[src/rtl/mem_stage_ctrl_if.sv]
// mem_stage_ctrl_if
// Data-memory request/acknowledge bus between the memory-stage controller
// (master) and the data memory (slave).
//   mem_req   : access request, held until acknowledge or timeout
//   mem_we    : 1 = write, 0 = read
//   mem_addr  : word address, bits [1:0] always zero
//   mem_wdata : store data
//   mem_rdata : load data, valid in the cycle mem_ack is high
//   mem_ack   : access complete
interface mem_stage_ctrl_if;
    logic        mem_req;
    logic        mem_we;
    logic [31:0] mem_addr;
    logic [31:0] mem_wdata;
    logic [31:0] mem_rdata;
    logic        mem_ack;

    modport master (
        output mem_req,
        output mem_we,
        output mem_addr,
        output mem_wdata,
        input  mem_rdata,
        input  mem_ack
    );

    modport slave (
        input  mem_req,
        input  mem_we,
        input  mem_addr,
        input  mem_wdata,
        output mem_rdata,
        output mem_ack
    );
endinterface

[src/rtl/mem_stage_ctrl.sv]
// mem_stage_ctrl
// Memory stage of the pipeline: performs the data-memory access for the
// instruction held in EX/MEM, stalls upstream stages while the access is
// outstanding and loads the MEM/WB pipeline register every cycle.
// Misaligned accesses and bus timeouts complete with errW=1.
// Ports:
//   clk, reset          : clock, asynchronous active-high reset
//   validM..pcEM        : EX/MEM pipeline register outputs
//   stallM              : stall request to EX/MEM and earlier stages
//   bus                 : data-memory request/acknowledge bus (master side)
//   validW..writeregW   : MEM/WB pipeline register
module mem_stage_ctrl #(
    parameter int unsigned TIMEOUT = 16
) (
    input  logic                    clk,
    input  logic                    reset,
    input  logic                    validM,
    input  logic                    memreadM,
    input  logic                    memwriteM,
    input  logic                    regwriteM,
    input  logic                    memtoregM,
    input  logic [31:0]             aluoutM,
    input  logic [31:0]             WriteDataM,
    input  logic [4:0]              writeregM,
    input  logic [31:0]             pcEM,
    output logic                    stallM,
    mem_stage_ctrl_if.master        bus,
    output logic                    validW,
    output logic                    regwriteW,
    output logic                    memtoregW,
    output logic                    errW,
    output logic [31:0]             readdataW,
    output logic [31:0]             aluoutW,
    output logic [31:0]             pcMW,
    output logic [4:0]              writeregW
);

    typedef enum logic {
        ST_IDLE = 1'b0,
        ST_WAIT = 1'b1
    } state_t;

    localparam logic [7:0] TIMEOUT_M1 = 8'(TIMEOUT - 32'd1);

    state_t      r_state;
    state_t      w_state_nxt;
    logic [7:0]  r_cnt;
    logic [7:0]  w_cnt_nxt;

    logic        w_memop;
    logic        w_aligned;
    logic        w_req;
    logic        w_stall;
    logic        w_complete;
    logic        w_err;

    logic        w_valid_nxt;
    logic        w_regwrite_nxt;
    logic        w_err_nxt;
    logic [31:0] w_readdata_nxt;

    assign w_memop   = validM & (memreadM | memwriteM);
    assign w_aligned = (aluoutM[1:0] == 2'b00);

    // Request and stall are gated by reset so an abandoned access drops the bus at once.
    assign bus.mem_req   = w_req & ~reset;
    assign bus.mem_we    = memwriteM;
    assign bus.mem_addr  = {aluoutM[31:2], 2'b00};
    assign bus.mem_wdata = WriteDataM;
    assign stallM        = w_stall & ~reset;

    // State register and timeout counter.
    always_ff @(posedge clk or posedge reset) begin
        if (reset) begin
            r_state <= ST_IDLE;
            r_cnt   <= 8'd0;
        end else begin
            r_state <= w_state_nxt;
            r_cnt   <= w_cnt_nxt;
        end
    end

    // Next-state, counter and access-control decode.
    always_comb begin
        w_state_nxt = r_state;
        w_cnt_nxt   = r_cnt;
        w_req       = 1'b0;
        w_stall     = 1'b0;
        w_complete  = 1'b0;
        w_err       = 1'b0;
        case (r_state)
            ST_IDLE: begin
                if (w_memop && w_aligned) begin
                    w_req = 1'b1;
                    if (bus.mem_ack) begin
                        w_complete = 1'b1;
                    end else begin
                        // First request cycle counts as cycle 1 toward the timeout.
                        w_stall     = 1'b1;
                        w_state_nxt = ST_WAIT;
                        w_cnt_nxt   = 8'd1;
                    end
                end else if (w_memop) begin
                    w_err = 1'b1;
                end else begin
                    w_err = 1'b0;
                end
            end
            ST_WAIT: begin
                w_req = 1'b1;
                if (bus.mem_ack) begin
                    w_complete  = 1'b1;
                    w_state_nxt = ST_IDLE;
                    w_cnt_nxt   = 8'd0;
                end else if (r_cnt == TIMEOUT_M1) begin
                    w_complete  = 1'b1;
                    w_err       = 1'b1;
                    w_state_nxt = ST_IDLE;
                    w_cnt_nxt   = 8'd0;
                end else begin
                    w_stall   = 1'b1;
                    w_cnt_nxt = r_cnt + 8'd1;
                end
            end
            default: begin
                w_state_nxt = ST_IDLE;
                w_cnt_nxt   = 8'd0;
            end
        endcase
    end

    // MEM/WB next values: bubble while stalled, error forces regwrite off.
    always_comb begin
        w_valid_nxt    = validM;
        w_regwrite_nxt = regwriteM & ~w_err;
        w_err_nxt      = w_err;
        w_readdata_nxt = 32'd0;
        if (w_stall) begin
            w_valid_nxt    = 1'b0;
            w_regwrite_nxt = 1'b0;
            w_err_nxt      = 1'b0;
        end else if (w_complete && memreadM && !w_err) begin
            w_readdata_nxt = bus.mem_rdata;
        end else begin
            w_readdata_nxt = 32'd0;
        end
    end

    // MEM/WB pipeline register.
    always_ff @(posedge clk or posedge reset) begin
        if (reset) begin
            validW    <= 1'b0;
            regwriteW <= 1'b0;
            memtoregW <= 1'b0;
            errW      <= 1'b0;
            readdataW <= 32'd0;
            aluoutW   <= 32'd0;
            pcMW      <= 32'd0;
            writeregW <= 5'd0;
        end else begin
            validW    <= w_valid_nxt;
            regwriteW <= w_regwrite_nxt;
            memtoregW <= memtoregM;
            errW      <= w_err_nxt;
            readdataW <= w_readdata_nxt;
            aluoutW   <= aluoutM;
            pcMW      <= pcEM;
            writeregW <= writeregM;
        end
    end

endmodule
[src/flat_wrapper.sv]
// flat-port wrapper written by rule: the top's interface ports become plain ports
module mem_stage_ctrl_flat 
#(
    parameter int unsigned TIMEOUT = 16
)
  (clk, reset, validM, memreadM, memwriteM, regwriteM, memtoregM, aluoutM, WriteDataM, writeregM, pcEM, stallM, validW, regwriteW, memtoregW, errW, readdataW, aluoutW, pcMW, writeregW, bus_mem_req, bus_mem_we, bus_mem_addr, bus_mem_wdata, bus_mem_rdata, bus_mem_ack);
  mem_stage_ctrl_if bus_i ();
  input  logic clk;
  input  logic reset;
  input  logic validM;
  input  logic memreadM;
  input  logic memwriteM;
  input  logic regwriteM;
  input  logic memtoregM;
  input  logic [31:0] aluoutM;
  input  logic [31:0] WriteDataM;
  input  logic [4:0] writeregM;
  input  logic [31:0] pcEM;
  output logic stallM;
  output logic validW;
  output logic regwriteW;
  output logic memtoregW;
  output logic errW;
  output logic [31:0] readdataW;
  output logic [31:0] aluoutW;
  output logic [31:0] pcMW;
  output logic [4:0] writeregW;
  output wire logic [$bits(bus_i.mem_req)-1:0] bus_mem_req;
  output wire logic [$bits(bus_i.mem_we)-1:0] bus_mem_we;
  output wire logic [$bits(bus_i.mem_addr)-1:0] bus_mem_addr;
  output wire logic [$bits(bus_i.mem_wdata)-1:0] bus_mem_wdata;
  input wire logic [$bits(bus_i.mem_rdata)-1:0] bus_mem_rdata;
  input wire logic [$bits(bus_i.mem_ack)-1:0] bus_mem_ack;
  assign bus_mem_req = bus_i.mem_req;
  assign bus_mem_we = bus_i.mem_we;
  assign bus_mem_addr = bus_i.mem_addr;
  assign bus_mem_wdata = bus_i.mem_wdata;
  assign bus_i.mem_rdata = bus_mem_rdata;
  assign bus_i.mem_ack = bus_mem_ack;
  mem_stage_ctrl #(.TIMEOUT(TIMEOUT)) u_core (.clk(clk), .reset(reset), .validM(validM), .memreadM(memreadM), .memwriteM(memwriteM), .regwriteM(regwriteM), .memtoregM(memtoregM), .aluoutM(aluoutM), .WriteDataM(WriteDataM), .writeregM(writeregM), .pcEM(pcEM), .stallM(stallM), .bus(bus_i), .validW(validW), .regwriteW(regwriteW), .memtoregW(memtoregW), .errW(errW), .readdataW(readdataW), .aluoutW(aluoutW), .pcMW(pcMW), .writeregW(writeregW));
endmodule
[config.mk]
export PLATFORM = sky130hd
export DESIGN_NAME = mem_stage_ctrl_flat
export DESIGN_NICKNAME = d
export VERILOG_FILES = /design/src/rtl/mem_stage_ctrl_if.sv /design/src/rtl/mem_stage_ctrl.sv /design/src/flat_wrapper.sv
export SDC_FILE = /design/constraint.sdc
export NUM_CORES = 1
export LEC_CHECK = 0
export ABC_AREA = 1
export ABC_CLOCK_PERIOD_IN_PS = 6910
export BUFFER_PORTS_ARGS = -buffer_cell sky130_fd_sc_hd__buf_2
export CAP_MARGIN = 20
export CORE_AREA = 5 5 119 121
export DETAILED_ROUTE_END_ITERATION = 16
export DIE_AREA = 0 0 124 126
export PLACE_DENSITY = 0.69
export SLEW_MARGIN = 0
export SYNTH_ARGS = -nofsm -noshare
export SYNTH_HDL_FRONTEND = slang
export SYNTH_SLANG_ARGS = --single-unit
[constraint.sdc]
create_clock -name clk -period 6.91 [get_ports clk]
set_input_delay 2.073 -clock clk [delete_from_list [all_inputs] [get_ports clk]]
set_output_delay 2.073 -clock clk [all_outputs]
set_load 0.005 [all_outputs]
==> flow_summary.yaml <==
grt:
  grt_pass1_vias: 3121
  gr-usage-all-layers_pct: 13.5
  grt_max_degree: 59
  grt_pass1_wl_um: 15900
  antenna_found_initial: 0
  grt_remaining_overflow: 0
route:
  vias_per_cell: 3.98
  vias: 2848
  drt_iter0_drc: 126
  wirelength_um: 10500
  post_drt_wl_per_cell_um: 14.7
  drc: 0
  drtPass1Iterations: 4
  antenna_left: 0
worst_setup_path:
  crit_required_ps: 4840
  r2r_cells: 8
  crit_start: "aluoutM[1]"
  crit_type: "input port to primary output"
  path_cells: "buf_2, nor2_1, inv_1, nor2_1, nand2_1, nand2_1, nand2_1, nor2_1, buf_2"
  end_kind: "primary output"
  r2r-start: "u_core.r_cnt[0]$_DFFE_PP0P_"
  r2r_end: "u_core.readdataW[0]$_DFF_PP0_"
  cp.arrival_ps: 3110
  cpPeakStageDelay_ps: 190
  critPathMaxFanout: 6
  reg2reg_slack_ps: 5060
  crit_path_start_kind: "input port"
  cp_slowest_cell: "nor2_1"
  worstSetupEndpoint: "stallM"
clock_network:
  post_cts.repair.setup_buffers: 0
  clk_latency_ps: 400
  ctsRootBufferMaster: "clkbuf_16"
  ctsResizeCount: 0
  tritoncts: "yes"
  clk_path_buf_depth: 2
  path_clk_slew_ps: 50
  hold_buffers: 0
  cts_htree_levels: 4
  numCtsBuffers: 17
  clock-sinks: 114
power:
  vdd_ir_drop_max_uv: 128
  cellPowerDensity_nw_per_um2: 332
  power.leakage_uw: 0.00319
cells_and_area:
  final_nets: 668
  antennaDiodeCount: 0
  drive_above_1_share_pct: 58.4
  n_fill_cell: 1235
  layout_commonest_cell: "buf_2"
  area_growth_pct: 39.6
  fin_area_um2: 5670
  final_cell_mix: "246 x buf_2, 114 x dfrtp_1, 44 x inv_1"
run_status:
  status: "completed"
logic_synthesis:
  synth.area.top_cells: "dfrtp_1 70%, buf_4 12%, nor2_2 4.9%"
  yosysUniqueCellTypes: 18
  synth_area_um2: 4060
  synth_cells: 327
  synth_seq_cells: 114
  syn_avg_cell_area_um2: 12.4
  ys_warn_count: 0
  ys_seq_area_share_pct: 70.3
  synth_area_leader_cell: "dfrtp_1"
  synth_top_area_share_pct: 70.3
sta:
  fin_crit_sh_pct: 75.0
  setup_viol: 0
  fmax_mhz: 193
  hold_viol_final: 0
  setup_tns_ps: 0
  min_period_ps: 5190
  skew_ps: 8.17
  slew_headroom_pct: 52.6
  grt_setup_unrepaired: "no"
  worst_pin_slew_ps: 712
  slew_violations: 0
floorplanning:
  initial_core_util_pct: 31.3
  row_count: 42
  fp.dieH_um: 126
  die_area_um2: 15600
  io_pins: 313
  core_area_um2: 13000
  dieWidth_um: 124
run:
  maxCapViolCount: 0
placement:
  placed_cell_area_um2: 5000
  place.port_buffers: 246
  post-dp-hpwl_um: 8210
  place.gp.congestion: 0.769
min_path:
  holdCritPathClass: "flip-flop to flip-flop"
stage by stage:
stage / setup slack, ps / utilization, % / hold slack [ps] / instances / power (uW)
after floorplan: 81.2 / - / 490 / 328 / 854
final: 1720 / 43.7 / 542 / 715 / 1880
after detailed placement: 1730 / 38.5 / 533 / 683 / 930
after CTS: 1730 / 43.7 / 546 / 715 / 1910
after global routing: 1640 / 43.7 / 580 / 715 / 1970
after global placement: 1790 / 38.5 / 510 / 683 / 922
how the worst min path moves through the flow:
| stage | depth (start not counted) | end | from | slack, ps |
|---|---|---|---|---|
| 2_1_floorplan | 2 | u_core.r_cnt[1]$_DFFE_PP0P_ | u_core.r_cnt[1]$_DFFE_PP0P_ | 490 |
| 3_3_place_gp | 2 | u_core.r_cnt[1]$_DFFE_PP0P_ | u_core.r_cnt[1]$_DFFE_PP0P_ | 510 |
| 3_5_place_dp | 2 | u_core.r_cnt[1]$_DFFE_PP0P_ | u_core.r_cnt[1]$_DFFE_PP0P_ | 530 |
| 4_1_cts | 2 | u_core.r_cnt[1]$_DFFE_PP0P_ | u_core.r_cnt[1]$_DFFE_PP0P_ | 550 |
| 5_1_grt | 2 | u_core.r_cnt[1]$_DFFE_PP0P_ | u_core.r_cnt[1]$_DFFE_PP0P_ | 580 |
| 6_report | 2 | u_core.r_cnt[1]$_DFFE_PP0P_ | u_core.r_cnt[1]$_DFFE_PP0P_ | 540 |
state kept, by name, summed over array words and instances, names as in the netlist, 5 cells and up:
signal,flops
u_core.aluoutW,32
u_core.pcMW,32
u_core.r_cnt,8
u_core.readdataW,32
u_core.writeregW,5
worst max-delay path: cells and delay by family:
kind                   cells  cell delay [ps]
buffers and inverters      3              270
and+or+nand+nor            6              760
cell families after synthesis:
| logic type | synth area share (%) |
|---|---|
| flip-flops | 70.3 |
| buffers and inverters | 17.0 |
| AND/OR/NAND/NOR | 10.6 |
| AO/OA/AOI/OAI | 1.48 |
| XOR/XNOR | 0.216 |
| adder cells (fa/ha/maj) | 0.308 |
| other | 0.0924 |
cell type report:
| type | count | area, um2 | share of cell area [%] |
|---|---|---|---|
| clock buffers | 18 | 439 | 7.75 |
| clock inverters | 14 | 225 | 3.97 |
| inverters | 45 | 171 | 3.02 |
| multi-input cells | 101 | 520 | 9.18 |
| flip-flops and latches | 114 | 2850 | 50.3 |
| well taps | 176 | 220 | 3.89 |
| repair buffers | 247 | 1240 | 21.9 |
synthesized netlist by cell type:
cell type / number
dfrtp_1: 114
buf_4: 65
inv_1: 45
nor2_2: 32
nand2_1: 28
nor2_1: 13
nand3_1: 7
o21ai_0: 6
buf_6: 3
nand4_1: 3
nand2_2: 2
o21a_1: 2
o21ai_1: 2
a21oi_1: 1
conb_1: 1
ha_1: 1
nand2_4: 1
xnor2_1: 1
report_power, final:
part / internal, uW / total [uW] / switching [uW]
Combinational: 75.4 / 177 / 102
Sequential: 714 / 736 / 22.3
Clock: 655 / 966 / 311
routing by layer:
metal  routed length (um)  track usage [%]  up-vias  part of all wire, %
met5                    0                0        -                    0
met4                  388             7.47        0                  3.7
met3                 1200             5.56       45                   11
met2                 5280             22.9      174                   50
met1                 3660             14.0     1321                   35
li1                     -                -     1308                    -
Note: power is estimated with default switching activity, not from simulation.
